$ cat src/rtl/counter_pkg.sv
// Shared definitions for the up-counter sequencer.
//   DEF_WIDTH  : default counter / limit width
//   DEF_REPS_W : default repeat-count width
//   state_t    : sequencer states
package counter_pkg;

    localparam int DEF_WIDTH  = 4;
    localparam int DEF_REPS_W = 4;

    typedef enum logic [2:0] {
        IDLE,
        CLEAR,
        RUN,
        HOLD,
        DONE
    } state_t;

endpackage

$ cat src/rtl/counter_ctrl.sv
// counter_ctrl: sequencer for an external up-counter.
// Accepts a (limit, repeats) command over valid/ready, clears the counter,
// lets it count 0..limit, wraps it, and repeats the programmed number of
// times. Supports pause (freeze) and abort (cancel and clear).
//
// Ports
//   clk, reset     rising-edge clock, synchronous active-high reset
//   start_valid    command valid; start_ready is high only in IDLE
//   cfg_limit      terminal count, sampled on accept
//   cfg_reps       number of wraps, sampled on accept (0 runs once)
//   pause          freeze counting while high
//   abort          cancel the current run (ignored in IDLE and DONE)
//   count          counter value fed back from the counter
//   cnt_en         counter increment enable
//   cnt_clr        counter synchronous clear (the counter gives clear priority)
//   busy           high in any state other than IDLE
//   wrap_pulse     one-cycle pulse on each terminal count
//   done           one-cycle pulse once all repeats have completed
//   reps_left      remaining wraps, including the current one
module counter_ctrl
    import counter_pkg::*;
#(
    parameter int WIDTH  = DEF_WIDTH,
    parameter int REPS_W = DEF_REPS_W
) (
    input  logic              clk,
    input  logic              reset,
    input  logic              start_valid,
    output logic              start_ready,
    input  logic [WIDTH-1:0]  cfg_limit,
    input  logic [REPS_W-1:0] cfg_reps,
    input  logic              pause,
    input  logic              abort,
    input  logic [WIDTH-1:0]  count,
    output logic              cnt_en,
    output logic              cnt_clr,
    output logic              busy,
    output logic              wrap_pulse,
    output logic              done,
    output logic [REPS_W-1:0] reps_left
);

    state_t            state_reg,  state_next;
    logic [WIDTH-1:0]  limit_reg,  limit_next;
    logic [REPS_W-1:0] reps_reg,   reps_next;
    logic              en_dec, clr_dec, wrap_dec;
    logic              terminal;

    // >= rather than == so a counter that starts out of range still wraps.
    assign terminal = (count >= limit_reg);

    always_comb begin
        state_next = state_reg;
        limit_next = limit_reg;
        reps_next  = reps_reg;
        en_dec     = 1'b0;
        clr_dec    = 1'b0;
        wrap_dec   = 1'b0;
        case (state_reg)
            IDLE: begin
                if (start_valid) begin
                    limit_next = cfg_limit;
                    reps_next  = (cfg_reps == '0) ? REPS_W'(1) : cfg_reps;
                    state_next = CLEAR;
                end
            end
            CLEAR: begin
                clr_dec    = 1'b1;
                state_next = abort ? IDLE : RUN;
            end
            RUN: begin
                if (abort) begin
                    clr_dec    = 1'b1;
                    state_next = IDLE;
                end else if (pause) begin
                    // The pausing cycle neither counts nor checks terminal.
                    state_next = HOLD;
                end else begin
                    en_dec = 1'b1;
                    if (terminal) begin
                        wrap_dec = 1'b1;
                        clr_dec  = 1'b1;
                        // Last wrap leaves reps at 1 rather than reaching 0.
                        if (reps_reg == REPS_W'(1)) begin
                            state_next = DONE;
                        end else begin
                            reps_next = reps_reg - REPS_W'(1);
                        end
                    end
                end
            end
            HOLD: begin
                if (abort) begin
                    clr_dec    = 1'b1;
                    state_next = IDLE;
                end else if (!pause) begin
                    state_next = RUN;
                end
            end
            DONE: begin
                state_next = IDLE;
            end
            default: begin
                state_next = IDLE;
            end
        endcase
    end

    always_ff @(posedge clk) begin
        if (reset) begin
            state_reg <= IDLE;
            limit_reg <= '0;
            reps_reg  <= '0;
        end else begin
            state_reg <= state_next;
            limit_reg <= limit_next;
            reps_reg  <= reps_next;
        end
    end

    // Every output is forced low while reset is held, including the cycle
    // before the first clock edge when the state register is still unknown.
    assign start_ready = ~reset & (state_reg == IDLE);
    assign busy        = ~reset & (state_reg != IDLE);
    assign done        = ~reset & (state_reg == DONE);
    assign cnt_en      = ~reset & en_dec;
    assign cnt_clr     = ~reset & clr_dec;
    assign wrap_pulse  = ~reset & wrap_dec;
    assign reps_left   = reset ? '0 : reps_reg;

endmodule

$ cat config.mk
export PLATFORM = sky130hd
export DESIGN_NAME = counter_ctrl
export DESIGN_NICKNAME = d
export VERILOG_FILES = /design/src/rtl/counter_pkg.sv /design/src/rtl/counter_ctrl.sv
export SDC_FILE = /design/constraint.sdc
export NUM_CORES = 1
export LEC_CHECK = 0
export CORE_MARGIN = 1.5
export CORE_UTILIZATION = 40
export DETAILED_ROUTE_END_ITERATION = 8
export PLACE_DENSITY = 0.82
export SYNTH_ARGS = -nofsm -noshare
export SYNTH_HDL_FRONTEND = slang
export SYNTH_SLANG_ARGS = --single-unit
$ cat constraint.sdc
create_clock -name clk -period 5.02 [get_ports clk]
set_input_delay 0.502 -clock clk [delete_from_list [all_inputs] [get_ports clk]]
set_output_delay 0.502 -clock clk [all_outputs]
set_load 0.1 [all_outputs]
* After elaboration in Yosys (flattened, before gate mapping) *
Index checks and enable logic that the tools add are counted.

storage, ports and cells
  logic and storage cells = 59
  output and inout port bits = 10
  bits of input ports = 17
  register bits after elaboration = 11

operators by class
  eq/ne operators = 13
  mux-type cells = 27
  reduce and logical (&&, ||, !) cells = 7
  $lt $le $gt $ge = 1
  bitwise gates (word level) = 7
  add/subtract/negate cells = 1

operators with widths
  cell                                                                    count
  4-bit 2-to-1 mux                                                        7
  3-bit 2-to-1 mux                                                        7
  3-bit one-hot mux with 4 select lines                                   1
  2-bit != test (second input constant)                                   5
  1-bit 2-to-1 mux                                                        9
  4-bit != test (second input constant)                                   2
  4-bit one-hot mux with 2 select lines                                   1
  1-bit bitwise AND                                                       6
  3-bit by 2-bit equality test with 1-bit output (second input constant)  2
  6-bit AND reduction                                                     1
  4-bit by 1-bit equality test with 1-bit output (second input constant)  1
  4-bit >= comparator                                                     1
  4-bit zero test                                                         1
  4-bit AND reduction                                                     1
  4-bit by 1-bit subtractor with 4-bit output (second input constant)     1
  3-bit by 1-bit equality test with 1-bit output (second input constant)  1
  3-bit equality test (second input constant)                             1
  3-bit zero test                                                         1
  3-bit != test (second input constant)                                   1
  1-bit one-hot mux with 3 select lines                                   1
  3-bit nonzero test                                                      1
  2-bit 2-to-1 mux                                                        1
  2-bit AND reduction                                                     1
  2-bit nonzero test                                                      1
  1-bit inverter                                                          1

* Depth between registers and ports, before layout *
Gate-level depths: netlist of the first run.

  depth in word-level cells = 6
  mapped depth = 7
  mapped depth without buffers = 7

* Least setup slack after synthesis of the first run *
No wires, ideal clock.

  kind = input port to output port
  from = input reset
  to = output done
  buffers on the path = 1
  arrival time = 3806 ps
  setup slack = 712 ps
  stages = 2
  data required time = 4518 ps
  cell sequence = clkbuf_1 > nor4b_1

on the way
  word-level cells in the longest chain between the ends = 2

RTL lines
  item                RTL line             RTL
  start: declaration  counter_ctrl.sv:27   input logic reset,
  1-bit inverter      counter_ctrl.sv:125  assign done = ~reset & (state_reg == DONE);
  1-bit bitwise AND   counter_ctrl.sv:125
  end: declaration    counter_ctrl.sv:39   output logic done,

No other way between the ends.

* Worst setup path after layout of the first run *
  from = input count[0]
  to = output cnt_clr

on the way
  word-level cells in the longest chain between the ends = 6

RTL lines
  item                                   RTL line             RTL
  start: declaration                     counter_ctrl.sv:34   input logic [WIDTH-1:0] count,
  4-bit >= comparator                    counter_ctrl.sv:50   assign terminal = (count >= limit_reg);
  1-bit 2-to-1 mux                       counter_ctrl.sv:80   if (terminal) begin
  1-bit 2-to-1 mux                       counter_ctrl.sv:75   end else if (pause) begin
  1-bit 2-to-1 mux                       counter_ctrl.sv:72   if (abort) begin
  1-bit one-hot mux with 3 select lines  counter_ctrl.sv:59   case (state_reg)
  1-bit bitwise AND                      counter_ctrl.sv:127  assign cnt_clr = ~reset & clr_dec;
  end: declaration                       counter_ctrl.sv:36   output logic cnt_clr,

No other way between the ends.

==> reports/qor.yml, run 1 <==
global_routing:
  grt_max_degree: 20
  grt_pass1_vias: 683
  grt.overflow.total: 0
  grtUsageTotal_pct: 18.4
  grt_pass1_wl_um: 2890
  antenna_found_initial: 0
final_layout:
  diodes: 0
  area_growth_pct: 36.3
  drive_gt1_share_pct: 7.32
  fin_nets: 147
drt:
  routed_wl_um: 1770
  dr.pass1.iters: 4
  avgViaCountPerCell: 5.28
  drtIter0Drc: 5
  antenna_left: 0
  vias: 781
  drc_errors: 0
  wl_per_cell_um: 12.0
run:
  maxCapViolations: 0
critical_path:
  cp-start-kind: "input port"
  path_max_fanout: 4
  crit_type: "in -> out"
  r2r-start: "state_reg[1]$_SDFFE_PP0P_"
  crit_arrival_ps: 3330
  rr_endpoint: "reps_reg[1]$_SDFFE_PP0P_"
  critical_path.endpoint_type: "output pin"
  timing.reg2reg.setup_slack_ps: 3090
  reg2reg_depth: 5
  required_ps: 4520
clock_network:
  clk_latency_ps: 270
  cts_max_level: 1
  cts_hold_buf: 0
  clk_pin_slew_ps: 70
  clock_sinks: 11
  cts_buffer_depth: 2
  cts_tree: "yes"
  cts_setup_buffers: 0
  cts_buffers: 3
  ctsResizeCount: 0
  clockRootBuffer: "clkbuf_4"
power:
  p_leak_nw: 0.425
  ir_worst_vdd_v: 0.000123
  powerDensity_mw_per_mm2: 226
placed_design:
  hpwl_um: 1330
  routabilityCongestion: 0.742
  numPortBuffers: 26
synthesis:
  ys_ff_latch: 11
  synth_cells: 99
  synth_top_family_by_area: "compound AO/OA/AOI/OAI gates"
  ys.warnings.count: 0
  synthMuxAreaShare_pct: 0
  ys_types: 34
  synth-compound-area-share_pct: 27.0
  yosys-top-cells-count: "dfxtp_1, nor2_1, a21oi_1, inv_1"
  async_flop_share_pct: 0
  ys.flop_type: "dfxtp_1"
  synth_edf_count: 0
  synth_area_um2: 783
  synthesis.nets: 122
  yosysTopAreaCell: "dfxtp_1"
  synth_top_area_share_pct: 28.1
  yosys.area_share.xor_xnor_pct: 0
  ys_top_cells_by_area: "dfxtp_1, ha_1, a21oi_1"
  avgSynthCellArea_um2: 7.91
  ys_seq_area_share_pct: 28.1
  yosys.area_share.adder_pct: 9.58
  synthSimpleGateAreaFrac_pct: 26.2
timing:
  fin_tns_setup_ps: 0
  post-route-period-util_pct: 76.2
  final_hold_viol_count: 0
  relSlewSlack_pct: 34.9
  skew_ps: 1.41
  finalSetupViolations: 0
  holdWs_ps: 462
  rsz0062_at_grt: "false"
  min_period_ps: 3830
  worst_pin_slew_ps: 974
  drv_slew: 0
  max_freq_ghz: 0.261
floorplan:
  die_width_um: 47.3
  io_pins: 27
  die_area_mm2: 0.00223
  rows: 15
  initial_utilization_pct: 43.9
  die_y_um: 47.3
  core_mm2: 0.00178
worst_hold_path:
  hp-start: "limit_reg[3]$_SDFFE_PP0P_"
  whs_endpoint: "limit_reg[3]$_SDFFE_PP0P_"
  hold_depth: 2
  hold_class: "reg -> reg"
status:
  status: "finished clean"
-- logic make-up (layout without fill, tap and decap cells) --
group	Yosys count	count (layout)
compound gates	27	27
flops	11	11
simple gates	39	39
buf+inv	16	40
fa+ha+maj	6	6
-- critical path, cell delays in order --
cell and delay [ps]:
clkdlybuf4s50_1 460, inv_1 40, ha_1 260, or3b_2 470, a21oi_1 290, o311ai_0 140, o21ai_0 100, nor3_1 60
clkdlybuf4s50_1 990
-- worst max path at each step --
stage	from	to	slack (ps)	cells past startpoint
global route	count[0]	cnt_clr	980	9
finish	count[0]	cnt_clr	1190	9
detailed placement	count[0]	cnt_clr	1160	9
CTS	count[0]	cnt_clr	1170	9
floorplan	reset	done	710	2
global placement	count[0]	cnt_clr	1210	9
-- power by group --
group          internal, mW  switching (mW)  leakage, nW
Clock                0.0308          0.0309       0.0150
Combinational        0.0325          0.0500        0.320
Sequential           0.0926         0.00497       0.0902
Total                 0.156          0.0858        0.425
-- stage by stage --
step,utilization (%),instance area (um2),power (mW),setup WS (ps),instances
after CTS,59.9,1070,0.243,1170,148
after detailed placement,58.4,1040,0.182,1160,144
after global placement,58.4,1040,0.180,1210,144
final,59.9,1070,0.242,1190,148
after floorplan,-,783,0.157,712,99
after global routing,59.9,1070,0.256,978,148
-- routing by layer --
layer,wire length (um),GRT usage [%]
met5,0,0
met4,31,8.33
met3,97,4.62
met2,838,30.5
met1,803,22.2
-- area by class of cell --
cell class	instances	area, um2
Multi-Input combinational cell	72	492
Sequential cell	11	220
Inverter	10	37.5
Clock buffer	4	26.3
Tap cell	25	31.3
Timing Repair Buffer	26	260
Fill cell	174	716
-- cell usage in the layout (no fill, tap or decap), types with 2 or more instances in the layout --
| master | count |
|---|---|
| clkdlybuf4s50_1 | 26 |
| nor2_1 | 11 |
| dfxtp_1 | 11 |
| inv_1 | 10 |
| a21oi_1 | 10 |
| nand2_1 | 6 |
| ha_1 | 6 |
| nor3_1 | 5 |
| nand3_1 | 5 |
| nor3b_1 | 3 |
| o21ai_0 | 3 |
| clkbuf_4 | 3 |
| a21o_2 | 2 |
| a211o_1 | 2 |
(Power assumes the default switching activity.)
==> inputs of run 2 (changes only) <==
==> constraint.sdc (replaced) <==
create_clock -name clk -period 3.77 [get_ports clk]
set_input_delay 0.377 -clock clk [delete_from_list [all_inputs] [get_ports clk]]
set_output_delay 0.377 -clock clk [all_outputs]
set_load 0.1 [all_outputs]
==> run 2 against run 1 <==
Non-clock buffer count unchanged. Combinational power is 31% higher. Register-to-register slack worse by 1300 ps. Utilization decreased by 0.70 points. Global-route usage fell by 0.66 points. Clock power grew 29%. Largest cell class unchanged. First-iteration DRC count up 100%. Clock skew rose by 3.4 ps. Worst setup slack got worse by 310 ps. Final area decreased by 1.2%. Via count down 1.5%. Sequential power grew 33%. Critical path type unchanged.
==> reports/qor.yml, run 2 (synthesis results as in run 1) <==
clock_network:
  clk_latency_ps: 260  # was 270 ps
  cts_buffer_depth: 2  # unchanged
  cts_setup_buffers: 0  # unchanged
  ctsResizeCount: 0  # unchanged
  cts_tree: "yes"  # unchanged
  clk_pin_slew_ps: 80  # was 70 ps
  clockRootBuffer: "clkbuf_4"  # unchanged
  cts_hold_buf: 0  # unchanged
  cts_buffers: 3  # unchanged
  clock_sinks: 11  # unchanged
  cts_max_level: 1  # unchanged
status:
  status: "finished clean"  # unchanged
timing:
  worst_pin_slew_ps: 801  # was 974 ps
  skew_ps: 4.79  # was 1.41 ps
  finalSetupViolations: 0  # unchanged
  drv_slew: 0  # unchanged
  fin_tns_setup_ps: 0  # unchanged
  relSlewSlack_pct: 46.5  # was 34.9%
  setup_ws_ps: 881  # was 1190 ps
  final_hold_viol_count: 0  # unchanged
  post-route-period-util_pct: 76.6
  min_period_ps: 2890
  holdWs_ps: 462  # about the same
  rsz0062_at_grt: "false"  # unchanged
  max_freq_ghz: 0.346
power:
  p_leak_nw: 0.446  # was 0.425 nW
  switchingPower_mw: 0.112  # was 0.0858 mW
  p_seq_share_pct: 41.0  # was 40.4%
  p_comb_share_pct: 33.9  # was 34.1%
  p_int_mw: 0.206  # was 0.156 mW
  clock_power_share_pct: 25.1  # was 25.5%
  ir_worst_vdd_v: 0.000239  # was 0.000123 V
  swShare_pct: 35.2  # was 35.5%
  powerDensity_mw_per_mm2: 302  # was 226 mW/mm2
global_routing:
  grt.overflow.total: 0  # unchanged
  grtUsageTotal_pct: 17.7  # was 18.4%
  grt_pass1_wl_um: 2830  # was 2890 um
  grt_max_degree: 20  # unchanged
  antenna_found_initial: 0  # unchanged
  grt_pass1_vias: 653  # was 683
drt:
  dr.pass1.iters: 4  # unchanged
  routed_wl_um: 1750  # was 1770 um
  vias: 769  # was 781
  drc_errors: 0  # unchanged
  drtIter0Drc: 10  # was 5
  avgViaCountPerCell: 5.20  # was 5.28
  wl_per_cell_um: 11.8  # was 12.0 um
  antenna_left: 0  # unchanged
floorplan:
  initial_utilization_pct: 43.9  # unchanged
  rows: 15  # unchanged
  io_pins: 27  # unchanged
  die_area_mm2: 0.00223  # unchanged
  die_y_um: 47.3  # unchanged
  die_width_um: 47.3  # unchanged
  core_mm2: 0.00178  # unchanged
critical_path:
  cp-start-kind: "input port"  # unchanged
  crit_type: "in -> out"  # unchanged
  required_ps: 3390  # was 4520 ps
  critPathSlowestCell: "or3b_2"  # was clkdlybuf4s50_1
  crit_arrival_ps: 2510  # was 3330 ps
  path_max_fanout: 4  # unchanged
  critical_path.endpoint_type: "output pin"  # unchanged
  crit_chain: "clkdlybuf4s50_1 -> inv_1 -> ha_1 -> or3b_2 -> a21oi_1 -> o311ai_0 -> o21ai_0 -> nor3_1 -> buf_4"  # was clkdlybuf4s50_1 -> inv_1 -> ha_1 -> or3b_2 -> a21oi_1 -> o311ai_0 -> o21ai_0 -> nor3_1 -> clkdlybuf4s50_1
  crit_path_max_incr_delay_ps: 480  # was 990 ps
placed_design:
  routabilityCongestion: 0.763  # was 0.742
  hpwl_um: 1310  # was 1330 um
  dp_cells: 144  # unchanged
  detailedPlace.worstSlack_ps: 899  # was 1160 ps
  numPortBuffers: 26  # unchanged
final_layout:
  area_growth_pct: 34.7  # was 36.3%
  final_common_cell: "clkdlybuf4s50_1"  # unchanged
  fin_nets: 147  # unchanged
  final_cells: 148  # unchanged
  fill_cells: 159  # was 174
  diodes: 0  # unchanged
  final_cell_mix: "clkdlybuf4s50_1, nor2_1, dfxtp_1"  # unchanged
  drive_gt1_share_pct: 17.1  # was 7.32%
run:
  maxCapViolations: 0  # unchanged
worst_hold_path:
  hold_class: "reg -> reg"  # unchanged
-- run 2: layout make-up --
| class | instances | area, um2 | area share, % |
|---|---|---|---|
| Clock buffer | 4 | 26.3 | 2.49 |
| Inverter | 10 | 37.5 | 3.56 |
| Multi-Input combinational cell | 72 | 504 | 47.8 |
| Sequential cell | 11 | 220 | 20.9 |
| Tap cell | 25 | 31.3 | 2.97 |
| Timing Repair Buffer | 26 | 235 | 22.3 |
-- run 2: final timing paths --
kind,startpoint,to,slack (ps),cells after the start
worst max-delay path,count[0],cnt_clr,880,9
worst min-delay path,limit_reg[1]$_SDFFE_PP0P_,limit_reg[1]$_SDFFE_PP0P_,460,2
worst max register to register,state_reg[1]$_SDFFE_PP0P_,reps_reg[1]$_SDFFE_PP0P_,1750,5
worst min register to register,limit_reg[1]$_SDFFE_PP0P_,limit_reg[1]$_SDFFE_PP0P_,460,2
-- run 2: power by group through the flow --
stage / Sequential, mW / Clock, mW / Combinational [mW]
finish: 0.130 / 0.0799 / 0.108
global route: 0.132 / 0.0891 / 0.118
CTS: 0.130 / 0.0818 / 0.108
detailed placement: 0.133 / 0 / 0.108
global placement: 0.133 / 0 / 0.106
floorplan: 0.130 / 0 / 0.0799
-- run 2: routing by layer --
| layer | vias up | global-route usage (%) | routed length (um) |
|---|---|---|---|
| met5 | - | 0 | 0 |
| met4 | 0 | 5.00 | 21 |
| met3 | 2 | 3.46 | 92 |
| met2 | 26 | 27.6 | 779 |
| met1 | 337 | 24.8 | 859 |
| li1 | 404 | - | - |
-- run 2: stage by stage --
stage / utilization, % / total power, mW / area, um2
after floorplan: - / 0.209 / 796
final: 59.2 / 0.318 / 1050
after global routing: 59.2 / 0.339 / 1050
after detailed placement: 57.7 / 0.241 / 1030
after CTS: 59.2 / 0.320 / 1050
after global placement: 57.7 / 0.239 / 1030
-- run 2: worst max-delay path, delay by kind of cell --
kind                     cells  cell delay [ps]
buffers and inverters        3              760
AO/OA/AOI/OAI                3              560
AND/OR/NAND/NOR              2              550
adder cells (fa/ha/maj)      1              270
